$ cat src/rtl/mdu_iter_if.sv
// Request/result handshake bundle for the iterative multiply/divide unit.
interface mdu_iter_if #(
    parameter int unsigned XLEN = 32
);
    logic            in_valid;
    logic            in_ready;
    logic [XLEN-1:0] op1;
    logic [XLEN-1:0] op2;
    logic [2:0]      funct;
    logic            out_valid;
    logic            out_ready;
    logic [XLEN-1:0] out;

    modport master (
        output in_valid, op1, op2, funct, out_ready,
        input  in_ready, out_valid, out
    );

    modport slave (
        input  in_valid, op1, op2, funct, out_ready,
        output in_ready, out_valid, out
    );
endinterface

$ cat src/rtl/mdu_iter.sv
// Iterative RISC-V M-extension unit: radix-2 shift-add multiplier and
// restoring divider sharing one 2*XLEN accumulator, XLEN cycles per op.
module mdu_iter #(
    parameter int unsigned XLEN = 32
) (
    input  logic       clk,
    input  logic       rst,
    mdu_iter_if.slave  bus
);
    localparam int unsigned CW = $clog2(XLEN) + 1;

    typedef enum logic [1:0] {IDLE, CALC, DONE} state_t;

    state_t            state_q;
    logic [CW-1:0]     cnt_q;
    logic [2*XLEN-1:0] acc_q;
    logic [2*XLEN-1:0] acc_d;
    logic [XLEN-1:0]   opb_q;
    logic [2:0]        funct_q;
    logic              neg_q;
    logic              rem_neg_q;
    logic              in_ready_q;
    logic              out_valid_q;
    logic [XLEN-1:0]   out_q;
    logic [XLEN-1:0]   res_d;

    logic              a_signed, b_signed, sa, sb;
    logic [XLEN-1:0]   mag_a, mag_b, fast_res;
    logic              div_zero, div_ovf;

    logic [XLEN:0]     mul_sum;
    logic [2*XLEN-1:0] mul_next;
    logic [2*XLEN-1:0] shifted;
    logic [XLEN:0]     trial;
    logic [2*XLEN-1:0] div_next;
    logic [2*XLEN-1:0] prod;
    logic [XLEN-1:0]   quo, rem;

    always_comb begin
        a_signed = (bus.funct == 3'b001) || (bus.funct == 3'b010) ||
                   (bus.funct == 3'b100) || (bus.funct == 3'b110);
        b_signed = (bus.funct == 3'b001) || (bus.funct == 3'b100) ||
                   (bus.funct == 3'b110);
        sa       = a_signed & bus.op1[XLEN-1];
        sb       = b_signed & bus.op2[XLEN-1];
        mag_a    = sa ? (~bus.op1 + 1'b1) : bus.op1;
        mag_b    = sb ? (~bus.op2 + 1'b1) : bus.op2;
        div_zero = bus.funct[2] && (bus.op2 == '0);
        div_ovf  = bus.funct[2] && !bus.funct[0] &&
                   (bus.op1 == {1'b1, {(XLEN-1){1'b0}}}) && (bus.op2 == '1);
        if (div_zero)
            fast_res = bus.funct[1] ? bus.op1 : '1;
        else
            fast_res = bus.funct[1] ? '0 : bus.op1;
    end

    // Multiply keeps the multiplier in the low half and shifts the sum in from
    // the top; divide keeps {partial remainder, dividend/quotient}. The bit
    // shifted out of the remainder joins the trial subtraction as its MSB.
    always_comb begin
        mul_sum  = {1'b0, acc_q[2*XLEN-1:XLEN]} + (acc_q[0] ? {1'b0, opb_q} : '0);
        mul_next = {mul_sum, acc_q[XLEN-1:1]};
        shifted  = {acc_q[2*XLEN-2:0], 1'b0};
        trial    = {acc_q[2*XLEN-1], shifted[2*XLEN-1:XLEN]} - {1'b0, opb_q};
        div_next = trial[XLEN] ? shifted
                               : {trial[XLEN-1:0], shifted[XLEN-1:1], 1'b1};
        acc_d    = funct_q[2] ? div_next : mul_next;
        prod     = neg_q ? (~acc_d + 1'b1) : acc_d;
        quo      = neg_q ? (~acc_d[XLEN-1:0] + 1'b1) : acc_d[XLEN-1:0];
        rem      = rem_neg_q ? (~acc_d[2*XLEN-1:XLEN] + 1'b1) : acc_d[2*XLEN-1:XLEN];
        case (funct_q)
            3'b000:                 res_d = prod[XLEN-1:0];
            3'b001, 3'b010, 3'b011: res_d = prod[2*XLEN-1:XLEN];
            3'b100, 3'b101:         res_d = quo;
            default:                res_d = rem;
        endcase
    end

    always_ff @(posedge clk or posedge rst) begin
        if (rst) begin
            state_q     <= IDLE;
            cnt_q       <= '0;
            acc_q       <= '0;
            opb_q       <= '0;
            funct_q     <= '0;
            neg_q       <= 1'b0;
            rem_neg_q   <= 1'b0;
            in_ready_q  <= 1'b1;
            out_valid_q <= 1'b0;
            out_q       <= '0;
        end else begin
            case (state_q)
                IDLE: begin
                    if (bus.in_valid) begin
                        funct_q    <= bus.funct;
                        in_ready_q <= 1'b0;
                        if (div_zero || div_ovf) begin
                            out_q       <= fast_res;
                            out_valid_q <= 1'b1;
                            state_q     <= DONE;
                        end else begin
                            cnt_q     <= CW'(XLEN);
                            acc_q     <= {{XLEN{1'b0}}, (bus.funct[2] ? mag_a : mag_b)};
                            opb_q     <= bus.funct[2] ? mag_b : mag_a;
                            neg_q     <= sa ^ sb;
                            rem_neg_q <= sa;
                            state_q   <= CALC;
                        end
                    end
                end
                CALC: begin
                    acc_q <= acc_d;
                    cnt_q <= cnt_q - 1'b1;
                    if (cnt_q == CW'(1)) begin
                        out_q       <= res_d;
                        out_valid_q <= 1'b1;
                        state_q     <= DONE;
                    end
                end
                DONE: begin
                    if (bus.out_ready) begin
                        out_valid_q <= 1'b0;
                        in_ready_q  <= 1'b1;
                        state_q     <= IDLE;
                    end
                end
                default: state_q <= IDLE;
            endcase
        end
    end

    assign bus.in_ready  = in_ready_q;
    assign bus.out_valid = out_valid_q;
    assign bus.out       = out_q;
endmodule
$ cat src/flat_wrapper.sv
// flat-port wrapper written by rule: the top's interface ports become plain ports
module mdu_iter_flat 
#(
    parameter int unsigned XLEN = 32
)
  (clk, rst, bus_in_valid, bus_op1, bus_op2, bus_funct, bus_out_ready, bus_in_ready, bus_out_valid, bus_out);
  mdu_iter_if #(.XLEN(XLEN)) bus_i ();
  input  logic clk;
  input  logic rst;
  input wire logic [$bits(bus_i.in_valid)-1:0] bus_in_valid;
  input wire logic [$bits(bus_i.op1)-1:0] bus_op1;
  input wire logic [$bits(bus_i.op2)-1:0] bus_op2;
  input wire logic [$bits(bus_i.funct)-1:0] bus_funct;
  input wire logic [$bits(bus_i.out_ready)-1:0] bus_out_ready;
  output wire logic [$bits(bus_i.in_ready)-1:0] bus_in_ready;
  output wire logic [$bits(bus_i.out_valid)-1:0] bus_out_valid;
  output wire logic [$bits(bus_i.out)-1:0] bus_out;
  assign bus_i.in_valid = bus_in_valid;
  assign bus_i.op1 = bus_op1;
  assign bus_i.op2 = bus_op2;
  assign bus_i.funct = bus_funct;
  assign bus_i.out_ready = bus_out_ready;
  assign bus_in_ready = bus_i.in_ready;
  assign bus_out_valid = bus_i.out_valid;
  assign bus_out = bus_i.out;
  mdu_iter #(.XLEN(XLEN)) u_core (.clk(clk), .rst(rst), .bus(bus_i));
endmodule
$ cat config.mk
export PLATFORM = sky130hd
export DESIGN_NAME = mdu_iter_flat
export DESIGN_NICKNAME = d
export VERILOG_FILES = /design/src/rtl/mdu_iter_if.sv /design/src/rtl/mdu_iter.sv /design/src/flat_wrapper.sv
export SDC_FILE = /design/constraint.sdc
export NUM_CORES = 1
export LEC_CHECK = 0
export BUFFER_PORTS_ARGS = -buffer_cell sky130_fd_sc_hd__buf_2
export CAP_MARGIN = 20
export CORE_MARGIN = 4
export CORE_UTILIZATION = 25
export CTS_CLUSTER_SIZE = 25
export DETAILED_ROUTE_END_ITERATION = 8
export HOLD_SLACK_MARGIN = 0.15
export PLACE_DENSITY_LB_ADDON = 0.3
export SYNTH_ARGS = -nofsm -noshare
export SYNTH_HDL_FRONTEND = slang
export SYNTH_SLANG_ARGS = --single-unit
export TNS_END_PERCENT = 100
$ cat constraint.sdc
create_clock -name clk -period 10.1 [get_ports clk]
set_input_delay 0.505 -clock clk [delete_from_list [all_inputs] [get_ports clk]]
set_output_delay 0.505 -clock clk [all_outputs]
set_load 0.03 [all_outputs]
# Word-level counts from Yosys, hierarchy flattened
# Cells that the tools add are included.
[totals] reg_bits=143 latch_bits=0 mem_bits_rw=0 mem_bits_ro=0 in_bits=71 out_inout_bits=34 word_cells=109 mem_count=0
[classes] addsub=8 multipliers=0 div=0 order_cmp=0 n_eq_ne=19 shift=0 muxes=37 bitwise_logic=9 reduce_logical=26
[ops] cell="$mux 32" count=13
[ops] cell="$mux 64" count=5
[ops] cell="$add 32x1->32 const B" count=4
[ops] cell="$not 32->32" count=4
[ops] cell="$pmux 64 s2" count=1
[ops] cell="$pmux 32 s3" count=1
[ops] cell="$add 64x1->64 const B" count=1
[ops] cell="$eq 32x32->1 const B" count=2
[ops] cell="$not 64->64" count=1
[ops] cell="$pmux 32 s2" count=1
[ops] cell="$add 32x33->33" count=1
[ops] cell="$sub 33x32->33" count=1
[ops] cell="$logic_not 32->1" count=1
[ops] cell="$eq 3x3->1 const B" count=4
[ops] cell="$mux 6" count=2
[ops] cell="$pmux 6 s2" count=1
[ops] cell="$reduce_and 3->1" count=4
[ops] cell="$eq 3x2->1 const B" count=3
[ops] cell="$mux 2" count=4
[ops] cell="$eq 3x1->1 const B" count=2
[ops] cell="$eq 6x1->1 const B" count=1
[ops] cell="$logic_or 1x1->1" count=6
[ops] cell="$mux 1" count=6
[ops] cell="$ne 2x2->1 const B" count=3
[ops] cell="other kinds (21)" count=27

# Longest topological paths before layout
[depth] ltp_word=10 mapped_depth=26 depth_no_buf=24

# Worst setup path before layout
# OpenSTA, ideal clock, no wires.
[synth_timing] path_type="reg2reg" from="register u_core.funct_q[2]" to="register u_core.out_q[28], in the netlist u_core.bus.out[28]" setup_ps=121 t_arrival_ps=5553 t_required_ps=9979 setup_slack_ps=4425 path_stages_with_launch=26 n_path_buf=11 period_less_slack_ps=5675 path_cell_list="dfrtp_1 buf_2 buf_2 buf_2 buf_2 buf_2 buf_2 buf_2 buf_2 buf_2 buf_2 mux2i_1 ha_1 o211ai_1 or2_1 or4_1 or3b_1 clkbuf_1 or2_2 o21ai_1 xnor2_1 a221oi_1 nand2_1 nor3_1 mux2_2 o2bb2ai_1"
[synth_between] elab_chain_cells=7 elab_cells_between_ends=21 classes_between="add/sub (3); eq/ne (5); mux (7); bitwise (3); reduce/logical (3)"
[synth_lines] element="start: declaration" line_no="mdu_iter.sv:19" text="logic [2:0] funct_q;"
[synth_lines] element="start signal: assignment" line_no="mdu_iter.sv:95" text="funct_q <= bus.funct;"
[synth_lines] element="$mux 64" line_no="mdu_iter.sv:67" text="acc_d = funct_q[2] ? div_next : mul_next;"
[synth_lines] element="$not 64->64, or another cell as far along" line_no="mdu_iter.sv:68" text="prod = neg_q ? (~acc_d + 1'b1) : acc_d;"
[synth_lines] element="$add 64x1->64, or another cell as far along" line_no="mdu_iter.sv:68"
[synth_lines] element="$mux 64, or another cell as far along" line_no="mdu_iter.sv:68"
[synth_lines] element="$pmux 32 s3 *" line_no="mdu_iter.sv:71" text="case (funct_q)"
[synth_lines] element="$mux 32 *" line_no="mdu_iter.sv:114" text="if (cnt_q == CW'(1)) begin"
[synth_lines] element="$pmux 32 s2 *" line_no="mdu_iter.sv:92" text="case (state_q)"
[synth_lines] element="end signal: assignment" line_no="mdu_iter.sv:98" text="out_q <= fast_res;"
[synth_lines] element="end signal: assignment" line_no="mdu_iter.sv:115" text="out_q <= res_d;"
[synth_lines] element="end: declaration" line_no="mdu_iter.sv:24" text="logic [XLEN-1:0] out_q;"
# Mark *: on every way between the ends. The rest lies on a longest branch, timed or not. The select of a mux whose other input is x is not followed.
# A chain may end at the register's enable or synchronous reset.

# Worst setup path in the final report
[layout_timing] from="register u_core.acc_q[48]" to="register u_core.out_q[8], in the netlist u_core.bus.out[8]"
[layout_between] elab_chain_cells=9 elab_cells_between_ends=15 classes_between="add/sub (4); mux (8); bitwise (3)"
[layout_lines] element="start: declaration" line_no="mdu_iter.sv:16" text="logic [2*XLEN-1:0] acc_q;"
[layout_lines] element="start signal: assignment" line_no="mdu_iter.sv:103" text="acc_q <= {{XLEN{1'b0}}, (bus.funct[2] ? mag_a : mag_b)};"
[layout_lines] element="$sub 33x32->33 *" line_no="mdu_iter.sv:64" text="trial = {acc_q[2*XLEN-1], shifted[2*XLEN-1:XLEN]} - {1'b0, opb_q};"
[layout_lines] element="$mux 64 *" line_no="mdu_iter.sv:65" text="div_next = trial[XLEN] ? shifted"
[layout_lines] element="$mux 64 *" line_no="mdu_iter.sv:67"
[layout_lines] element="$not 64->64, or another cell as far along" line_no="mdu_iter.sv:68"
[layout_lines] element="$add 64x1->64, or another cell as far along" line_no="mdu_iter.sv:68"
[layout_lines] element="$mux 64, or another cell as far along" line_no="mdu_iter.sv:68"
[layout_lines] element="$pmux 32 s3 *" line_no="mdu_iter.sv:71"
[layout_lines] element="$mux 32 *" line_no="mdu_iter.sv:114"
[layout_lines] element="$pmux 32 s2 *" line_no="mdu_iter.sv:92"
# Marks and branches as above.

==> impl_table.tex <==
\begin{tabular}{lr}
\hline
Metric & Value \\
\hline
\multicolumn{2}{l}{\textbf{Yosys}} \\
\quad Multiplexer area fraction after synthesis & 0.0324 \\
\quad Dominant synthesized flop cell & sky130\_fd\_sc\_hd\_\_dfrtp\_1 \\
\quad Yosys reg bits & 143 \\
\quad Synthesis Warnings & 0 \\
\quad Xor/xnor share of the synthesized area & 0.0919 \\
\quad Async SR Flop Fraction & 1.00 \\
\quad Main combinational cell family by area after synthesis & compound AO/OA/AOI/OAI gates \\
\quad Synthesized instance count & 2323 \\
\quad Synth Area in Simple Gates & 0.255 \\
\quad Share of synthesized area occupied by flip-flops and latches & 0.216 \\
\quad Compound-gate portion of the synthesized area & 0.296 \\
\quad Post-Synthesis Net Count & 2467 \\
\quad Area of the mapped netlist & 16600 µm² \\
\quad Syn avg cell area & 7.14 µm² \\
\quad Number of distinct library cell variants in the gate-level netlist after synthesis & 104 \\
\quad Post-synthesis share of cell area spent on full adders, half adders and majority gates & 0.0560 \\
\quad EDFF count, synth & 0 \\
\multicolumn{2}{l}{\textbf{Critical path}} \\
\quad Cell family contributing the most delay on the critical path & compound AO/OA/AOI/OAI gates \\
\quad Critical-path cell with the highest stage delay & sky130\_fd\_sc\_hd\_\_a221o\_1 \\
\quad FF-to-FF Start & u\_core.acc\_q[48] \\
\quad Register-to-register setup slack & 3.74 ns \\
\quad Cell breakdown of the critical path & ha\_1 > a21oi\_1 > o21ai\_1 > nand2b\_1 > a211oi\_4 > a221o\_1 > nor3\_2 > a21oi\_1 > ha\_1 > o211ai\_1 > or2\_1 > or4\_1 > or3b\_1 > or3\_1 > o31ai\_1 > xnor2\_1 > a222oi\_1 > o21ai\_1 \\
\quad Critical Path Source & u\_core.acc\_q[48] \\
\quad Buffering stage count on the worst path with inverters included & 0 \\
\quad Sort of element at the start of the critical path & flip-flop \\
\quad Critical path type & flip-flop to flip-flop \\
\quad Stage delay of the slowest cell on the critical path & 0.76 ns \\
\quad CP Data Arrival Time & approximately 6.7 ns \\
\quad Setup crit end kind & flip-flop \\
\quad CP Data Required Time & 10.46 ns \\
\quad Crit path max fanout & 17 \\
\multicolumn{2}{l}{\textbf{Layout}} \\
\quad Share of final-layout standard cells stronger than drive strength 1 & 0.101 \\
\quad Sequential cell area & 3580 µm² \\
\quad Area of combinational cells with multiple inputs & around 12000 µm² \\
\quad Area of all placed cells without fillers & 18400 µm² \\
\quad Commonest non-fill, non-tap cells in the layout & 309 x sky130\_fd\_sc\_hd\_\_nand2\_1, 240 x sky130\_fd\_sc\_hd\_\_o21ai\_0, 222 x sky130\_fd\_sc\_hd\_\_nor2\_1 \\
\quad Growth of design area from synthesis to finish & 11.1\% \\
\quad Number of fillers in the final layout & a little over 7000 \\
\quad Layout Nets & approximately 2500 \\
\quad Most common cell after layout, fill and taps aside & sky130\_fd\_sc\_hd\_\_nand2\_1 \\
\quad Cell Count, Final, Fillers Out & 3209 \\
\quad Final core occ & 0.280 \\
\multicolumn{2}{l}{\textbf{Global route}} \\
\quad Pin count of the biggest net entering global routing & 97 \\
\quad Global-route wire length before repair & 107 mm \\
\quad Total global-route track usage & 0.199 \\
\quad Vias in the first global route & 16413 \\
\quad Residual overflow from global routing & 0 \\
\quad Antenna violations before repair & 2 \\
\multicolumn{2}{l}{\textbf{Clocking}} \\
\quad TritonCTS clock tree & done \\
\quad CTS Hold Bufs & 1 \\
\quad H-tree depth & 4 \\
\quad Clock input transition at the sequential cells of the worst setup and hold paths & around 0.070 ns \\
\quad TritonCTS buffer count & 17 \\
\quad Skew-Pair Late Insertion Delay & 0.50 ns \\
\quad Buffer depth of the longest clock path & 2 \\
\quad Clk sinks & 143 \\
\quad Number of buffers added for setup after CTS & 0 \\
\quad Root Buffer & sky130\_fd\_sc\_hd\_\_clkbuf\_16 \\
\quad Number of gates resized after CTS & 0 \\
\multicolumn{2}{l}{\textbf{Route}} \\
\quad Routed length on met1 & 32.6 mm \\
\quad Remaining routing DRC violations & 0 \\
\quad Top routing layer used & met4 \\
\quad Detailed-route via count & between 15000 and 20000 \\
\quad Detailed-routed wire length on met2 & about 31 mm \\
\quad Number of violations reported at the end of detailed-routing iteration 0 & 1969 \\
\quad Met3 wirelength from detailed routing & 4.79 mm \\
\quad Final wirelength & about 72 mm \\
\quad Number of routed nets with antenna violations & 0 \\
\quad DR vias/cell & 5.54 \\
\quad 1st-pass router iterations & 5 \\
\quad Wire length per cell & roughly 22 µm \\
\multicolumn{2}{l}{\textbf{Min path}} \\
\quad Hold path start & bus\_out\_ready \\
\quad Hold/Removal Path Class & input port to flip-flop \\
\multicolumn{2}{l}{\textbf{Timing}} \\
\quad Setup Total Neg Slack & 0 ns \\
\quad RSZ-0062 raised after global routing & no \\
\quad Number of setup violations in the final report & 0 \\
\quad Share of the cycle needed by the critical path after routing & 0.630 \\
\quad Slew at the pin with the worst max-slew slack & 1.20 ns \\
\quad Relative slew margins & 0.198 \\
\quad Final worst clock skew & 0.0142 ns \\
\quad Final hold violation count & 0 \\
\quad Max-slew violation count & 0 \\
\quad Fin crit period & 6.36 ns \\
\quad Fmax & 157 MHz \\
\multicolumn{2}{l}{\textbf{Floorplan}} \\
\quad Die boundary width & 266 µm \\
\quad Die area & a little over 70000 µm² \\
\quad Y dimension of the die & $\sim$270 µm \\
\quad Number of rows created at floorplan & 94 \\
\quad Number of I/O pins & 105 \\
\quad Starting density of the core & 0.252 \\
\quad Placeable core area & 65700 µm² \\
\multicolumn{2}{l}{\textbf{Pwr}} \\
\quad Leakage dissipation & 7.30 nW \\
\quad Power after layout & 6.27 mW \\
\quad Power density cells & 340 nW/µm² \\
\quad Maximum vdd ir drop & about 0.18 mV \\
\multicolumn{2}{l}{\textbf{Placement}} \\
\quad Final weighted congestion in routability-driven placement & roughly 0.96 \\
\quad Post-Place Cell Area & 17900 µm² \\
\quad Dpl hpwl & 56.0 mm \\
\quad Number of input and output port buffers inserted & 104 \\
\quad Post-Place Cells & approximately 3200 \\
\multicolumn{2}{l}{\textbf{Status}} \\
\quad Run status & complete, no violations \\
\multicolumn{2}{l}{\textbf{Run}} \\
\quad MaxCap Viol Count & 0 \\
\hline
\end{tabular}
[stage by stage]
step / setup slack [ns] / hold WS, ns
floorplan: 4.43 / 0.463
global placement: 3.90 / 0.473
detailed placement: 3.81 / 0.466
CTS: 3.76 / 0.313
global route: 3.28 / 0.347
finish: 3.74 / 0.345
[sequential cells by signal, indices dropped and copies added, names as in the netlist, 2 cells and up]
signal / cells
u_core.opb_q: 32
u_core.state_q: 2
u_core.funct_q: 3
u_core.bus.out: 32
u_core.acc_q: 64
u_core.cnt_q: 6
[kinds of logic (layout without fill, tap and decap cells)]
| logic type | after synthesis | count (layout) |
|---|---|---|
| other cells | 0 | 1 |
| buf+inv | 219 | 240 |
| flops | 143 | 143 |
| mux | 53 | 53 |
| xor+xnor | 174 | 174 |
| simple gates | 889 | 889 |
| compound gates | 772 | 772 |
| fa+ha+maj | 73 | 73 |
[worst paths after layout]
path                                       endpoint  cells past startpoint
worst max-delay path              u_core.bus.out[8]                     18
worst min-delay path            u_core.bus.in_ready                      3
worst max register to register    u_core.bus.out[8]                     18
worst min register to register    u_core.bus.out[3]                      2
max in group asynchronous          u_core.acc_q[53]                      4
min in group asynchronous          u_core.acc_q[40]                      3
[synth_stat cells (47+ instances only)]
master | count | area [µm²]
sky130_fd_sc_hd__nand2_1 | 310 | 1160
sky130_fd_sc_hd__o21ai_0 | 240 | 1200
sky130_fd_sc_hd__nor2_1 | 225 | 845
sky130_fd_sc_hd__a21oi_1 | 221 | 1110
sky130_fd_sc_hd__dfrtp_1 | 142 | 3550
sky130_fd_sc_hd__clkbuf_1 | 106 | 398
sky130_fd_sc_hd__xnor2_1 | 105 | 920
sky130_fd_sc_hd__nor3_1 | 79 | 395
sky130_fd_sc_hd__ha_1 | 71 | 888
sky130_fd_sc_hd__xor2_1 | 69 | 604
sky130_fd_sc_hd__inv_1 | 68 | 255
sky130_fd_sc_hd__and2_1 | 47 | 294
sky130_fd_sc_hd__mux2i_1 | 47 | 470
[power breakdown]
group / switching [mW] / internal [mW] / leakage (nW)
clock network: 0.283 / 0.354 / 0.267
logic: 3.01 / 1.54 / 5.29
registers: 0.281 / 0.801 / 1.74
total: 3.57 / 2.70 / 7.30
[area by class of cell]
cell class,instances,area share
clock inverter,10,0.00482
inverter,70,0.0145
clock buffer,21,0.0255
multi-input combinational,1961,0.659
timing repair buffer,139,0.0428
antenna,1,0.000136
sequential,143,0.194
tap,864,0.0587
[worst min-delay path: stages]
cell,delay (ns)
sky130_fd_sc_hd__buf_2,0.13
sky130_fd_sc_hd__a21oi_1,0.14
sky130_fd_sc_hd__nor2_1,0.06
[per-layer routing]
metal | up-vias | track usage
li1 | 8460 | -
met1 | 8509 | 0.276
met2 | 687 | 0.302
met3 | 124 | 0.0345
met4 | 0 | 0.0872
met5 | - | 0
Note: power is estimated with default switching activity, not from simulation.
